## config.mk

```make
export PLATFORM = sky130hd
export DESIGN_NAME = serial_rx
export DESIGN_NICKNAME = d
export VERILOG_FILES = /design/src/rtl/serial_pkg.sv /design/src/rtl/rx_fifo2.sv /design/src/rtl/serial_rx.sv
export SDC_FILE = /design/constraint.sdc
export NUM_CORES = 1
export LEC_CHECK = 0
export CORE_UTILIZATION = 44
export CTS_CLUSTER_SIZE = 20
export DETAILED_ROUTE_END_ITERATION = 10
export DONT_BUFFER_PORTS = 1
export PLACE_DENSITY = 0.68
export SLEW_MARGIN = 30
export SYNTH_ARGS = -nofsm -noshare
export SYNTH_HDL_FRONTEND = slang
export SYNTH_SLANG_ARGS = --single-unit
```

## constraint.sdc

```tcl
create_clock -name CLK -period 4.6 [get_ports CLK]
set_input_delay 0.23 -clock CLK [delete_from_list [all_inputs] [get_ports CLK]]
set_output_delay 0.23 -clock CLK [all_outputs]
set_load 0.01 [all_outputs]
```

## src/rtl/serial_pkg.sv

```systemverilog
// Shared types, parity-mode constants and the parity helper for the serial receiver.
package serial_pkg;

  // Data width assumed by the parity helper; the receiver is built for 8-bit frames.
  localparam int unsigned DataW = 8;

  // Parity handling modes.
  localparam int unsigned PAR_NONE = 0;
  localparam int unsigned PAR_EVEN = 1;
  localparam int unsigned PAR_ODD  = 2;

  // Receiver frame states.
  typedef enum logic [1:0] {
    StIdle,
    StData,
    StPar,
    StStop
  } rx_state_e;

  // Expected parity bit for a data byte: XOR of the data, inverted for odd parity.
  function automatic logic calc_parity(input logic [DataW-1:0] data, input int unsigned mode);
    return (^data) ^ (mode == PAR_ODD);
  endfunction

endpackage

```

## src/rtl/rx_fifo2.sv

```systemverilog
// Two-entry output buffer. A pop and a push on the same edge both take effect,
// including when the buffer is full.
module rx_fifo2 #(
  parameter int unsigned Width = 8
) (
  input  logic             clk_i,
  input  logic             rst_ni,
  input  logic             push_i,
  input  logic [Width-1:0] data_i,
  input  logic             pop_i,
  output logic             full_o,
  output logic             empty_o,
  output logic [Width-1:0] data_o
);

  logic [Width-1:0] mem_q [2];
  logic [Width-1:0] mem_d [2];
  logic             wr_ptr_q, wr_ptr_d;
  logic             rd_ptr_q, rd_ptr_d;
  logic [1:0]       cnt_q, cnt_d;
  logic             do_push, do_pop;

  assign empty_o = (cnt_q == 2'd0);
  assign full_o  = (cnt_q == 2'd2);
  assign data_o  = mem_q[rd_ptr_q];

  // A push into a full buffer is accepted only when the head leaves on the same edge.
  assign do_pop  = pop_i & ~empty_o;
  assign do_push = push_i & (~full_o | do_pop);

  // Next-state for storage, pointers and occupancy.
  always_comb begin
    mem_d    = mem_q;
    wr_ptr_d = wr_ptr_q;
    rd_ptr_d = rd_ptr_q;
    cnt_d    = cnt_q;
    if (do_push) begin
      mem_d[wr_ptr_q] = data_i;
      wr_ptr_d        = ~wr_ptr_q;
    end
    if (do_pop) begin
      rd_ptr_d = ~rd_ptr_q;
    end
    unique case ({do_push, do_pop})
      2'b10:   cnt_d = cnt_q + 2'd1;
      2'b01:   cnt_d = cnt_q - 2'd1;
      default: cnt_d = cnt_q;
    endcase
  end

  // Buffer state register with synchronous active-low reset.
  always_ff @(posedge clk_i) begin
    if (!rst_ni) begin
      mem_q[0] <= '0;
      mem_q[1] <= '0;
      wr_ptr_q <= 1'b0;
      rd_ptr_q <= 1'b0;
      cnt_q    <= 2'd0;
    end else begin
      mem_q    <= mem_d;
      wr_ptr_q <= wr_ptr_d;
      rd_ptr_q <= rd_ptr_d;
      cnt_q    <= cnt_d;
    end
  end

endmodule

```

## src/rtl/serial_rx.sv

```systemverilog
// Serial frame receiver: start bit, DW data bits LSB first, optional parity, stop bit.
// Received bytes go through a 2-entry buffer; errors are reported as one-cycle pulses.
module serial_rx
  import serial_pkg::*;
#(
  parameter int unsigned PAR_MODE = PAR_NONE,
  parameter int unsigned DW       = 8
) (
  input  logic          CLK,
  input  logic          RST_N,
  input  logic          SIN,
  input  logic          BEN,
  output logic [DW-1:0] DOUT,
  output logic          VALID,
  input  logic          READY,
  output logic          FERR,
  output logic          PERR,
  output logic          OVR
);

  localparam int unsigned CntW = $clog2(DW);

  rx_state_e     state_q, state_d;
  logic [CntW-1:0] cnt_q, cnt_d;
  logic [DW-1:0] shift_q, shift_d;
  logic          perr_lat_q, perr_lat_d;
  logic          ferr_q, ferr_d;
  logic          perr_q, perr_d;
  logic          ovr_q, ovr_d;
  logic          push;
  logic          pop;
  logic          fifo_full;
  logic          fifo_empty;

  assign VALID = ~fifo_empty;
  assign pop   = VALID & READY;
  assign FERR  = ferr_q;
  assign PERR  = perr_q;
  assign OVR   = ovr_q;

  // Frame FSM next-state, data shifter and error pulse generation.
  always_comb begin
    state_d    = state_q;
    cnt_d      = cnt_q;
    shift_d    = shift_q;
    perr_lat_d = perr_lat_q;
    ferr_d     = 1'b0;
    perr_d     = 1'b0;
    push       = 1'b0;
    if (BEN) begin
      unique case (state_q)
        StIdle: begin
          if (!SIN) begin
            state_d    = StData;
            cnt_d      = '0;
            perr_lat_d = 1'b0;
          end
        end
        StData: begin
          shift_d[cnt_q] = SIN;
          cnt_d          = cnt_q + 1'b1;
          if (cnt_q == CntW'(DW - 1)) begin
            state_d = (PAR_MODE != PAR_NONE) ? StPar : StStop;
          end
        end
        StPar: begin
          perr_lat_d = (SIN != calc_parity(shift_q, PAR_MODE));
          state_d    = StStop;
        end
        StStop: begin
          // A low stop bit is a framing error, never a new start bit.
          state_d = StIdle;
          if (SIN) begin
            if (perr_lat_q) perr_d = 1'b1;
            else            push   = 1'b1;
          end else begin
            ferr_d = 1'b1;
            perr_d = perr_lat_q;
          end
        end
        default: state_d = StIdle;
      endcase
    end
    // Overrun only when the buffer is full and nothing leaves on this edge.
    ovr_d = push & fifo_full & ~pop;
  end

  // Frame state and pulse registers with synchronous active-low reset.
  always_ff @(posedge CLK) begin
    if (!RST_N) begin
      state_q    <= StIdle;
      cnt_q      <= '0;
      shift_q    <= '0;
      perr_lat_q <= 1'b0;
      ferr_q     <= 1'b0;
      perr_q     <= 1'b0;
      ovr_q      <= 1'b0;
    end else begin
      state_q    <= state_d;
      cnt_q      <= cnt_d;
      shift_q    <= shift_d;
      perr_lat_q <= perr_lat_d;
      ferr_q     <= ferr_d;
      perr_q     <= perr_d;
      ovr_q      <= ovr_d;
    end
  end

  rx_fifo2 #(
    .Width (DW)
  ) u_fifo (
    .clk_i   (CLK),
    .rst_ni  (RST_N),
    .push_i  (push),
    .data_i  (shift_q),
    .pop_i   (pop),
    .full_o  (fifo_full),
    .empty_o (fifo_empty),
    .data_o  (DOUT)
  );

endmodule
```

# == Word level (Yosys, flattened, before mapping) ==
# Index checks and enable logic that the tools add are counted.
# word_totals
regBits,37
input_bits,5
out_inout_bits,12
# op_classes
add_sub_neg,3
order_cmp,5
n_eq_ne,10
n_mux,24
bitwise_logic,13
reduce_logical,13
# op_table
operator,count
$mux W8,4
$bwmux W16,1
$reduce_and A3 Y1,4
$mux W1,9
$bwmux W8,1
$demux W8 S1,1
$eq A2 B2 Y1 const B,4
$pmux W2 S4,1
$reduce_xor A8 Y1,1
$pmux W3 S2,1
$reduce_bool A2 Y1,3
$and A1 B1 Y1,5
$not A1 Y1,5
$eq A2 B1 Y1 const B,2
$ge A2 B2 Y1 const B,2
$logic_not A2 Y1,2
$lt A3 B4 Y1 const B,1
$mux W2,2
$ne A2 B2 Y1 const B,2
$not A1 Y2,2
$pmux W2 S2,1
$add A3 B1 Y3 const B,1
$demux W1 S3,1
$eq A3 B3 Y1 const B,1
10 further kinds,11

# == Logic depth before layout (Yosys ltp) ==
# depth
word_depth,8
ltp_mapped,6
ltp_nobuf,6

# == Hierarchy ==
# Synthesis repeated with hierarchy kept, for this count alone.
# unflattened
cells_unflattened,191
area_unflattened_um2,1839.3
# by_module_without_submodules
mod,n_inst,cells_each,area_each_um2,seq_area_each_um2
rx_fifo2,1,92,919.6,400.4
serial_rx,1,99,919.6,340.3

# == Worst setup path before layout ==
# Ideal clock, no wire load.
# synth_timing
kind,register to register
startpoint,reg state_q[0]
endpoint,reg state_q[0]
setup_time_ns,0.070
arrival_ns,1.422
required_ns,4.530
slack_ns,3.107
stages_incl_launch_ff,7
n_path_buf,0
path_cell_list,dfxtp_1 > inv_1 > ha_1 > a21boi_4 > o21ai_0 > or2_2 > a21oi_1
# synth_between
elab_chain_len,3
elab_cells_between_ends,8
# synth_rtl
item,line_no,source
"start, declared",serial_rx.sv:23,"rx_state_e state_q, state_d;"
"start signal, assigned",serial_rx.sv:91,state_q <= StIdle;
"start signal, assigned",serial_rx.sv:99,state_q <= state_d;
$eq A2 B1 Y1 or $logic_not A2 Y1 (tied branches),serial_rx.sv:51,unique case (state_q)
$ne A2 B2 Y1 (no source line),-,
$reduce_and A3 Y1 (no source line),-,
# Several ways; a longest one is shown, not always the timed one.
# A chain may end at the register's enable or synchronous reset.

# == Worst setup path after layout ==
# Ends and elaborated chain as after synthesis.

==> metrics.cfg <==
[logic_synthesis]
ys.flop_type = dfxtp_1
synth_top_area_frac = 0.4281
synth_edf_count = 0
yosysTopAreaCell = dfxtp_1
synth_most_common_cell = dfxtp_1
postSynthAreaPerCell_um2 = 9.456
synth_nets = 195
synthesis.area_mm2 = 0.001730
synthTopCellsByCount = 37 x dfxtp_1, 34 x nor2_1, 20 x mux2i_1
yosys-top-cells-area = dfxtp_1 43%, mux2i_1 12%, nor2_1 7.4%
synth_seq_cells = 37
yosys.cell_types.count = 32
yosysSeqAreaShare = 0.4281
syn_inst = 183
async_reset_ff_frac = 0
yosysWarnings = 0

[timing]
finalSetupViolations = 0
layout_setup_ws_ns = 2.810
slew_violations = 0
fin_tns_setup_ns = 0
finClkSkew_ns = 0.006286
slew-limit-headroom = 0.3916
tightest_slew_ns = 0.9070
finalCritPeriodShare = 0.3892
period_needed_ns = 1.790
rsz0062_at_grt = no
hold_viol_final = 0
fmaxAchievable_mhz = 558.5

[setup_path]
reg2reg_slack_ns = 2.81
path_max_fanout = 6
crit_type = flop to flop
endpoint_kind = flop
cp_slowest_stage_delay_ns = 0.42
cp_slowest_cell = dfxtp_1
reg2reg_depth = 6
reg2reg_from = state_q[0]$_SDFFE_PN0P_
required_ns = 4.79
worstSetupStartpointType = flop
r2r-end = state_q[0]$_SDFFE_PN0P_
worstPathArrival_ns = 1.98
path_cells = inv_1, ha_1, a21boi_4, o21ai_0, or2_2, a21oi_1

[routing]
ant_nets = 0
wl_um = 3278
drc = 0
avgViaCountPerCell = 5.413
avgRoutedWirePerCell_um = 13.95
vias = 1272
drt_iter0_drc = 49
drt_first_pass_iters = 4

[clock_tree]
cts_tree = done
path_clk_slew_ns = 0.07
cts-htree-levels = 2
ctsResizeCount = 0
clock_latency_ns = 0.29
cts_hold_buf = 1
post_cts_buffers = 0
cts_made_buffers = 5
cts_buffer_depth = 2
clock-sinks = 37
cts_root_buf = clkbuf_8

[power_and_ir_drop]
seqPwrFrac = 0.567
p_sw_frac = 0.2385
p_clk_frac = 0.382
leakage_nw = 0.7451
p_sw_w = 0.0001372
p_comb_frac = 0.052
p_per_area_mw_per_mm2 = 308.6
ir_worst_vdd_mv = 0.1143
power.internal_w = 0.0004381

[die]
start_util = 0.4657
coreArea_mm2 = 0.003716
die_width_um = 64.71
num_io_pins = 17
dieArea_mm2 = 0.004187
std_cell_rows = 22
die_h_um = 64.71

[run_status]
outcome = completed

[finish]
final_nets = 198
areaGrowthSynthToFinish_pct = 7.737
drive_above_1_share = 0.1230
antennaDiodeCount = 0
fin_util = 0.5017

[hold_path]
min_path_cells = 2
hold_path.class = primary input to flop
worstHoldStart = SIN
holdPathEnd = shift_q[7]$_SDFFE_PN0P_

[placed_design]
preCtsSetupSlack_ns = 2.840
io_buffers = 0
place_hpwl_um = 2348
place.gp.congestion = 0.7633

[grt]
antenna_found_initial = 0
grt_pass1_vias = 1299
grt_pass1_wl_um = 5644
gr-usage-all-layers = 0.1784
grt_overflow = 0
grt_start_max_net_pins = 35

[job]
max_cap_viol_count = 0

## layout make-up
type                       count  area, µm²
clock buffer                   5      68.82
clock inverter                 3      17.52
fill                         347       1852
inverter                       5      18.77
multi-input combinational    135      940.9
sequential                    37      740.7
tap                           48      60.06
timing repair buffer           2      17.52
## worst max-delay path, delay by kind of cell (launching register included)
family	cells	cell delay, ns
buffers and inverters	1	0.10
adder cells (fa/ha/maj)	1	0.27
AO/OA/AOI/OAI	3	0.59
flip-flops	1	0.42
AND/OR/NAND/NOR	1	0.33
## layer usage
metal  vias to the layer above  GRT usage  part of all wire
met4                         0     0.1000             0.019
met3                         7    0.05106             0.032
met5                         -          0                 0
met1                       607     0.1854              0.43
li1                        635          -                 -
met2                        23     0.3177              0.51
## placed cells by master (no fill, tap or decap), types with 2 or more instances in the layout
master	synthesis	routed
a21oi_1	11	11
a32oi_1	2	2
clkbuf_8	0	5
clkinv_2	0	2
dfxtp_1	37	37
ha_1	7	7
inv_1	4	4
mux2_2	8	8
mux2i_1	20	20
nand2_1	14	14
nand2b_1	2	2
nand3_1	2	2
nand3b_1	2	2
nor2_1	34	34
nor3_1	3	3
o21ai_0	8	8
or2_2	2	2
xnor2_1	5	5
xor2_1	3	3
## power groups by stage
stage	combinational [W]	clock, W	sequential [W]
floorplan	0.0000245	0	0.000332
global placement	0.0000265	0	0.000333
detailed placement	0.0000284	0	0.000333
CTS	0.0000295	0.000224	0.000326
global route	0.0000326	0.000242	0.000326
finish	0.0000297	0.000220	0.000326
## sequential cells by signal, indices dropped and copies added, names as in the netlist, 2 cells and up
signal,flops
u_fifo.cnt_q,2
state_q,2
cnt_q,3
u_fifo.mem_q,16
shift_q,8
## through the flow
stage          hold WS (ns)  instance area, µm²  total power, W  instances
2_1_floorplan        0.4055                1730       0.0003569        183
6_report            0.07798                1864       0.0005754        235
5_1_grt             0.06664                1864       0.0006009        235
4_1_cts             0.07032                1864       0.0005796        235
3_3_place_gp         0.3037                1768       0.0003594        226
3_5_place_dp         0.3069                1768       0.0003618        226
## worst max path at each step
stage | depth (start not counted) | slack [ns] | from | endpoint
4_1_cts | 6 | 2.83 | state_q[0]$_SDFFE_PN0P_ | state_q[0]$_SDFFE_PN0P_
3_3_place_gp | 6 | 3.00 | state_q[0]$_SDFFE_PN0P_ | state_q[0]$_SDFFE_PN0P_
5_1_grt | 6 | 2.70 | state_q[0]$_SDFFE_PN0P_ | state_q[0]$_SDFFE_PN0P_
2_1_floorplan | 6 | 3.11 | state_q[0]$_SDFFE_PN0P_ | state_q[0]$_SDFFE_PN0P_
3_5_place_dp | 6 | 2.84 | state_q[0]$_SDFFE_PN0P_ | state_q[0]$_SDFFE_PN0P_
6_report | 6 | 2.81 | state_q[0]$_SDFFE_PN0P_ | state_q[0]$_SDFFE_PN0P_
## logic make-up after synthesis
family / synth area share
and+or+nand+nor: 0.1779
DFF: 0.4281
muxes: 0.1678
AOI/OAI and AO/OA: 0.09401
buffers and inverters: 0.02820
xor gates and xnor gates: 0.05351
adders and majority gates: 0.05061
Note: power is estimated with default switching activity, not from simulation.
